<file path="src/rtl/mips16_defs_pkg.sv">
// Shared MIPS16 definitions: opcodes, ALU_control codes (common with the EX-stage ALU),
// decoder bundle and the ID/EX register image with its bubble value.
package mips16_defs_pkg;

  localparam int DW = 16;
  localparam int RW = 3;

  localparam logic [3:0] OP_RTYPE = 4'h0;
  localparam logic [3:0] OP_ADDI  = 4'h1;
  localparam logic [3:0] OP_ANDI  = 4'h2;
  localparam logic [3:0] OP_ORI   = 4'h3;
  localparam logic [3:0] OP_LW    = 4'h4;
  localparam logic [3:0] OP_SW    = 4'h5;
  localparam logic [3:0] OP_BEQ   = 4'h6;
  localparam logic [3:0] OP_J     = 4'h7;
  localparam logic [3:0] OP_MOV   = 4'h8;

  localparam logic [3:0] ALU_ADD   = 4'b0000;
  localparam logic [3:0] ALU_SUB   = 4'b0001;
  localparam logic [3:0] ALU_AND   = 4'b0010;
  localparam logic [3:0] ALU_OR    = 4'b0011;
  localparam logic [3:0] ALU_NOR   = 4'b0100;
  localparam logic [3:0] ALU_XOR   = 4'b0101;
  localparam logic [3:0] ALU_SLL   = 4'b0110;
  localparam logic [3:0] ALU_SRL   = 4'b0111;
  localparam logic [3:0] ALU_PASSA = 4'b1000;

  typedef enum logic [1:0] {
    BSRC_ZERO = 2'd0,
    BSRC_RT   = 2'd1,
    BSRC_IMM  = 2'd2
  } bsrc_t;

  typedef struct packed {
    logic          legal;
    logic [3:0]    alu_control;
    bsrc_t         bsrc;
    logic [DW-1:0] imm;
    logic [RW-1:0] rs_idx;
    logic [RW-1:0] rt_idx;
    logic [RW-1:0] wb_reg;
    logic          reg_write;
    logic          mem_read;
    logic          mem_write;
    logic          branch;
    logic          jump;
    logic          uses_rs;
    logic          uses_rt;
  } dec_t;

  typedef struct packed {
    logic          valid;
    logic [3:0]    alu_control;
    logic [DW-1:0] bus_a;
    logic [DW-1:0] bus_b;
    logic [DW-1:0] store_data;
    logic [RW-1:0] wb_reg;
    logic          reg_write;
    logic          mem_read;
    logic          mem_write;
    logic          branch;
    logic          jump;
    logic [11:0]   target;
    logic          illegal;
  } ex_regs_t;

  localparam ex_regs_t EX_BUBBLE = '0;

  function automatic logic [DW-1:0] sext6(input logic [5:0] v);
    return {{(DW-6){v[5]}}, v};
  endfunction

  function automatic logic [DW-1:0] zext6(input logic [5:0] v);
    return {{(DW-6){1'b0}}, v};
  endfunction

endpackage

</file>
<file path="src/rtl/mips16_decoder.sv">
// Pure combinational MIPS16 instruction decoder: instruction word to control bundle.
module mips16_decoder
  import mips16_defs_pkg::*;
(
  input  logic [DW-1:0] instr,
  output dec_t          dec
);

  logic [3:0] op;
  logic [2:0] rd;
  logic [2:0] funct;

  assign op    = instr[15:12];
  assign rd    = instr[5:3];
  assign funct = instr[2:0];

  always_comb begin
    dec           = '0;
    dec.legal     = 1'b1;
    dec.uses_rs   = 1'b1;
    dec.rs_idx    = instr[11:9];
    dec.rt_idx    = instr[8:6];
    unique case (op)
      OP_RTYPE: begin
        dec.alu_control = {1'b0, funct};
        dec.bsrc        = BSRC_RT;
        dec.wb_reg      = rd;
        dec.reg_write   = 1'b1;
        dec.uses_rt     = 1'b1;
      end
      OP_ADDI, OP_LW: begin
        dec.alu_control = ALU_ADD;
        dec.bsrc        = BSRC_IMM;
        dec.imm         = sext6(instr[5:0]);
        dec.wb_reg      = instr[8:6];
        dec.reg_write   = 1'b1;
        dec.mem_read    = (op == OP_LW);
      end
      OP_ANDI, OP_ORI: begin
        dec.alu_control = (op == OP_ANDI) ? ALU_AND : ALU_OR;
        dec.bsrc        = BSRC_IMM;
        dec.imm         = zext6(instr[5:0]);
        dec.wb_reg      = instr[8:6];
        dec.reg_write   = 1'b1;
      end
      OP_SW: begin
        dec.alu_control = ALU_ADD;
        dec.bsrc        = BSRC_IMM;
        dec.imm         = sext6(instr[5:0]);
        dec.mem_write   = 1'b1;
        dec.uses_rt     = 1'b1;
      end
      OP_BEQ: begin
        dec.alu_control = ALU_SUB;
        dec.bsrc        = BSRC_RT;
        dec.branch      = 1'b1;
        dec.uses_rt     = 1'b1;
      end
      OP_J: begin
        dec.alu_control = ALU_PASSA;
        dec.jump        = 1'b1;
        dec.uses_rs     = 1'b0;
      end
      OP_MOV: begin
        dec.alu_control = ALU_PASSA;
        dec.wb_reg      = instr[8:6];
        dec.reg_write   = 1'b1;
      end
      default: begin
        dec.legal   = 1'b0;
        dec.uses_rs = 1'b0;
      end
    endcase
    // r0 is hardwired to zero, so a write to it is dropped here once for all ops
    if (dec.wb_reg == '0) dec.reg_write = 1'b0;
  end

endmodule

</file>
<file path="src/rtl/id_ex_ctrl_stage.sv">
// ID-side producer of ALU_control/Bus_A/Bus_B: decode, operand mux, load-use hazard
// detection and the ID/EX pipeline register with flush/hold/bubble handling.
module id_ex_ctrl_stage
  import mips16_defs_pkg::*;
(
  input  logic          clk,
  input  logic          rst,
  input  logic [15:0]   id_instr,
  input  logic          id_valid,
  input  logic [15:0]   rf_rs_data,
  input  logic [15:0]   rf_rt_data,
  input  logic          flush,
  input  logic          ex_hold,
  output logic          id_stall,
  output logic          ex_valid,
  output logic [3:0]    ex_alu_control,
  output logic [15:0]   ex_bus_a,
  output logic [15:0]   ex_bus_b,
  output logic [15:0]   ex_store_data,
  output logic [2:0]    ex_wb_reg,
  output logic          ex_reg_write,
  output logic          ex_mem_read,
  output logic          ex_mem_write,
  output logic          ex_branch,
  output logic          ex_jump,
  output logic [11:0]   ex_target,
  output logic          ex_illegal
);

  dec_t          dec;
  ex_regs_t      ex_q;
  ex_regs_t      ex_d;
  logic [DW-1:0] rs_val;
  logic [DW-1:0] rt_val;
  logic          load_use;

  mips16_decoder u_dec (
    .instr (id_instr),
    .dec   (dec)
  );

  assign rs_val = (dec.rs_idx == '0) ? '0 : rf_rs_data;
  assign rt_val = (dec.rt_idx == '0) ? '0 : rf_rt_data;

  assign load_use = id_valid & ex_q.valid & ex_q.mem_read & (ex_q.wb_reg != '0) &
                    ((dec.uses_rs & (ex_q.wb_reg == dec.rs_idx)) |
                     (dec.uses_rt & (ex_q.wb_reg == dec.rt_idx)));

  assign id_stall = id_valid & (load_use | ex_hold);

  always_comb begin
    ex_d = EX_BUBBLE;
    if (id_valid && dec.legal) begin
      ex_d.valid       = 1'b1;
      ex_d.alu_control = dec.alu_control;
      ex_d.bus_a       = rs_val;
      unique case (dec.bsrc)
        BSRC_RT:  ex_d.bus_b = rt_val;
        BSRC_IMM: ex_d.bus_b = dec.imm;
        default:  ex_d.bus_b = '0;
      endcase
      ex_d.store_data  = rt_val;
      ex_d.wb_reg      = dec.wb_reg;
      ex_d.reg_write   = dec.reg_write;
      ex_d.mem_read    = dec.mem_read;
      ex_d.mem_write   = dec.mem_write;
      ex_d.branch      = dec.branch;
      ex_d.jump        = dec.jump;
      ex_d.target      = id_instr[11:0];
    end else if (id_valid) begin
      // undefined opcode travels as a flagged bubble so EX can raise an exception
      ex_d.illegal = 1'b1;
    end
  end

  always_ff @(posedge clk or posedge rst) begin
    if (rst)           ex_q <= EX_BUBBLE;
    else if (flush)    ex_q <= EX_BUBBLE;
    else if (ex_hold)  ex_q <= ex_q;
    else if (load_use) ex_q <= EX_BUBBLE;
    else               ex_q <= ex_d;
  end

  assign ex_valid       = ex_q.valid;
  assign ex_alu_control = ex_q.alu_control;
  assign ex_bus_a       = ex_q.bus_a;
  assign ex_bus_b       = ex_q.bus_b;
  assign ex_store_data  = ex_q.store_data;
  assign ex_wb_reg      = ex_q.wb_reg;
  assign ex_reg_write   = ex_q.reg_write;
  assign ex_mem_read    = ex_q.mem_read;
  assign ex_mem_write   = ex_q.mem_write;
  assign ex_branch      = ex_q.branch;
  assign ex_jump        = ex_q.jump;
  assign ex_target      = ex_q.target;
  assign ex_illegal     = ex_q.illegal;

endmodule
</file>
<file path="config.mk">
export PLATFORM = sky130hd
export DESIGN_NAME = id_ex_ctrl_stage
export DESIGN_NICKNAME = d
export VERILOG_FILES = /design/src/rtl/mips16_defs_pkg.sv /design/src/rtl/mips16_decoder.sv /design/src/rtl/id_ex_ctrl_stage.sv
export SDC_FILE = /design/constraint.sdc
export NUM_CORES = 1
export LEC_CHECK = 0
export CAP_MARGIN = 20
export CORE_MARGIN = 4
export CORE_UTILIZATION = 30
export CTS_CLUSTER_SIZE = 30
export DETAILED_ROUTE_END_ITERATION = 12
export GPL_TIMING_DRIVEN = 1
export PLACE_DENSITY = 0.67
export SKIP_CTS_REPAIR_TIMING = 1
export SYNTH_ARGS = -nofsm -noshare
export SYNTH_HDL_FRONTEND = slang
export SYNTH_SLANG_ARGS = --single-unit
</file>
<file path="constraint.sdc">
create_clock -name clk -period 2.6 [get_ports clk]
set_input_delay 0.52 -clock clk [delete_from_list [all_inputs] [get_ports clk]]
set_output_delay 0.52 -clock clk [all_outputs]
set_load 0.02 [all_outputs]
</file>
==> impl_results.md <==
* Placeable Area at 0.01147 mm^2
* Post-layout power at 2814 uW
* Highest clock frequency the design can meet at 386.0 MHz
* Commonest non-fill, non-tap cell in the layout: clkdlybuf4s50_1
* Worst path arrival time at 2.07 ns
* Number of vias after detailed routing at 3342
* Worst Setup End Kind: output port
* Post-route worst setup slack at 0.009404 ns
* Iteration-0 DRC count of the detailed router at 247
* Worst slew margin relative to its limit at 73.50%
* Shortest clock period the worst path allows after layout at 2.591 ns
* Unique masters post-synth at 44
* Static leakage at 0.002484 uW
* Number of setup violations in the final report at 0
* Horizontal die dimension at 116.6 um
* Top cells by area in the synthesized netlist: dfrtp_1 (52%), nand2_1 (7.6%), o21ai_0 (5.1%)
* Most frequent cells in the layout: clkdlybuf4s50_1 (122), dfrtp_1 (74), nand2_1 (72)
* Vias in the first global route at 3462
* Largest clock skew in the final design at 0.006693 ns
* Yosys warns at 0
* CTS tree: done
* Slew at the pin closest to its max-slew limit at 0.3974 ns
* Number of standard cells in the layout, taps in and fillers out at 659
* Floorplan die area at 0.01359 mm^2
* Number of placed I/O pins at 128
* Skew-Pair Late Insertion Delay at 0.32 ns
* Clk sink count at 74
* Wire length of the first global-routing pass at 18080 um
* Row count at 39
* Number of nets with antenna violations after routing at 0
* Net count of the mapped netlist at 408
* Synthesis-to-finish area growth at 59.29%
* Post-synthesis register bit count at 74
* Minimum setup slack after placement at -0.5879 ns
* Final Wtd Congestion at 0.8105
* Layout cell share with drive strength beyond 1 at 17.44%
* Main flop type after synthesis: dfrtp_1
* Pin count of the biggest net entering global routing at 75
* Type of the worst min-delay path: flip-flop to flip-flop
* Count of input and output buffers at 127
* Required time of the critical path at 2.08 ns
* Number of optimization iterations in the first detailed-route pass at 4
* Proportion of netlist area held by the largest area contributor at 52.35%
* Global routing usage summed across all routing layers at 16.98%
* Final HPWL from detailed placement at 8336 um
* Final net count at 566
* Average detailed-routed wire length per instance at 17.36 um
* Detailed-route DRC error count at 0
* Number of violations of the max-capacitance limit at 0
* Clk root buf: clkbuf_16
* Initial antenna violation count at 0
* Number of instances in the synthesized netlist at 353
* Remaining Overflow, GRT at 0
* Clock-pin slew on the worst setup and hold paths at 0.06 ns
* Maximum number of buffers from clock root to sink at 2
* Total power per unit cell area at 499.4 mW/mm^2
* Max IR drop VDD at 0.3345 mV
* Sequential-to-total area share from yosys stat at 52.35%
* Final core utilization at 49.13%
* Worst setup path category: primary input to output port
* Antenna diode instance count at 0
* Count of final hold-check violations at 0
* Largest fanout of any net on the critical path at 3
* DP Cell Count at 639
* Unrepaired setup endpoints after global routing: yes
* Synth async-reset ratio at 100.0%
* Effective utilization at floorplan at 30.85%
* Post-synthesis instance area at 0.003537 mm^2
* Run status: complete, no violations
* Inserted Clock Buffers at 9
* CTS H-Tree Depth at 3
* Filler Cell Count at 1046
* Sum of routed wire length over all layers at 11440 um
* Number of synthesized flops with an enable pin at 0
* Die Y-Extent at 116.6 um
* Final slew viol count at 0
* Average cell area after synthesis at 10.02 um^2
* Startpoint class of the critical path: primary input
* Routed vias/inst at 5.071
* Final cycle utilization of the critical path at 99.64%
* Largest area contributor in the netlist: dfrtp_1
==> Yosys cell counts, types with 3 or more instances <==
cell	number
o31ai_1	4
a32o_1	3
o21ai_0	36
clkbuf_1	20
nand3_1	22
nand2b_1	3
a22oi_1	8
dfrtp_1	74
nand2_1	72
o41ai_1	5
nor3_1	5
buf_6	3
nor2_1	8
buf_2	3
a21oi_1	12
a22o_1	19
inv_1	5
mux2i_1	3
o41ai_2	10
xor2_1	6
==> logic make-up after synthesis <==
group           after synthesis  synth area share [%]
fa+ha+maj                     2                0.7074
buf+inv                      36                 5.093
simple gates                123                 15.78
xor+xnor                      7                 1.733
flops                        74                 52.35
mux                           3                0.8490
compound gates              108                 23.49
==> worst max-delay path, stage by stage <==
cell             delay (ns)
clkdlybuf4s50_1        0.44
xor2_1                 0.16
nor4_2                 0.27
buf_4                  0.16
a22o_1                 0.13
nand2_1                0.10
a21boi_1               0.14
buf_4                  0.16
==> power breakdown <==
group,internal (uW),switching [uW]
Sequential,1180,15.4
Clock,672,481
Combinational,223,244
==> worst paths after layout <==
path | from | end | slack, ns | cells after the start
hold reg to reg | ex_store_data[3]$_DFFE_PP0P_ | ex_store_data[3]$_DFFE_PP0P_ | 0.48 | 2
hold / removal | ex_store_data[3]$_DFFE_PP0P_ | ex_store_data[3]$_DFFE_PP0P_ | 0.48 | 2
setup reg to reg | ex_wb_reg[2]$_DFFE_PP0P_ | ex_bus_b[10]$_DFFE_PP0P_ | 0.58 | 8
max in group asynchronous | rst | ex_alu_control[1]$_DFFE_PP0P_ | 1.68 | 3
min in group asynchronous | rst | ex_store_data[2]$_DFFE_PP0P_ | 0.61 | 3
setup / recovery | id_instr[8] | id_stall | 0.009 | 8
==> layout make-up <==
class	count	area [um^2]	area share [%]
sequential	74	1852	32.87
tap	143	178.9	3.176
multi-input combinational	243	1556	27.63
clock buffer	10	239.0	4.242
clock inverter	6	41.29	0.7328
inverter	5	18.77	0.3331
timing repair buffer	178	1748	31.02
==> stage by stage <==
stage,setup TNS [ns],hold WS (ns),area [um^2]
3_5_place_dp,-7.091,0.4720,5261
5_1_grt,-0.1012,0.4985,5634
6_report,0,0.4752,5634
4_1_cts,-0.5920,0.4846,5542
2_1_floorplan,0,0.5831,3537
3_3_place_gp,-5.032,0.4622,5261
==> per-layer routing <==
layer  global-route usage (%)  routed length, um
met1                    22.37               4966
met2                    28.07               5425
met3                    4.870                975
met4                    3.364                 73
met5                        0                  0
(Power assumes the default switching activity.)
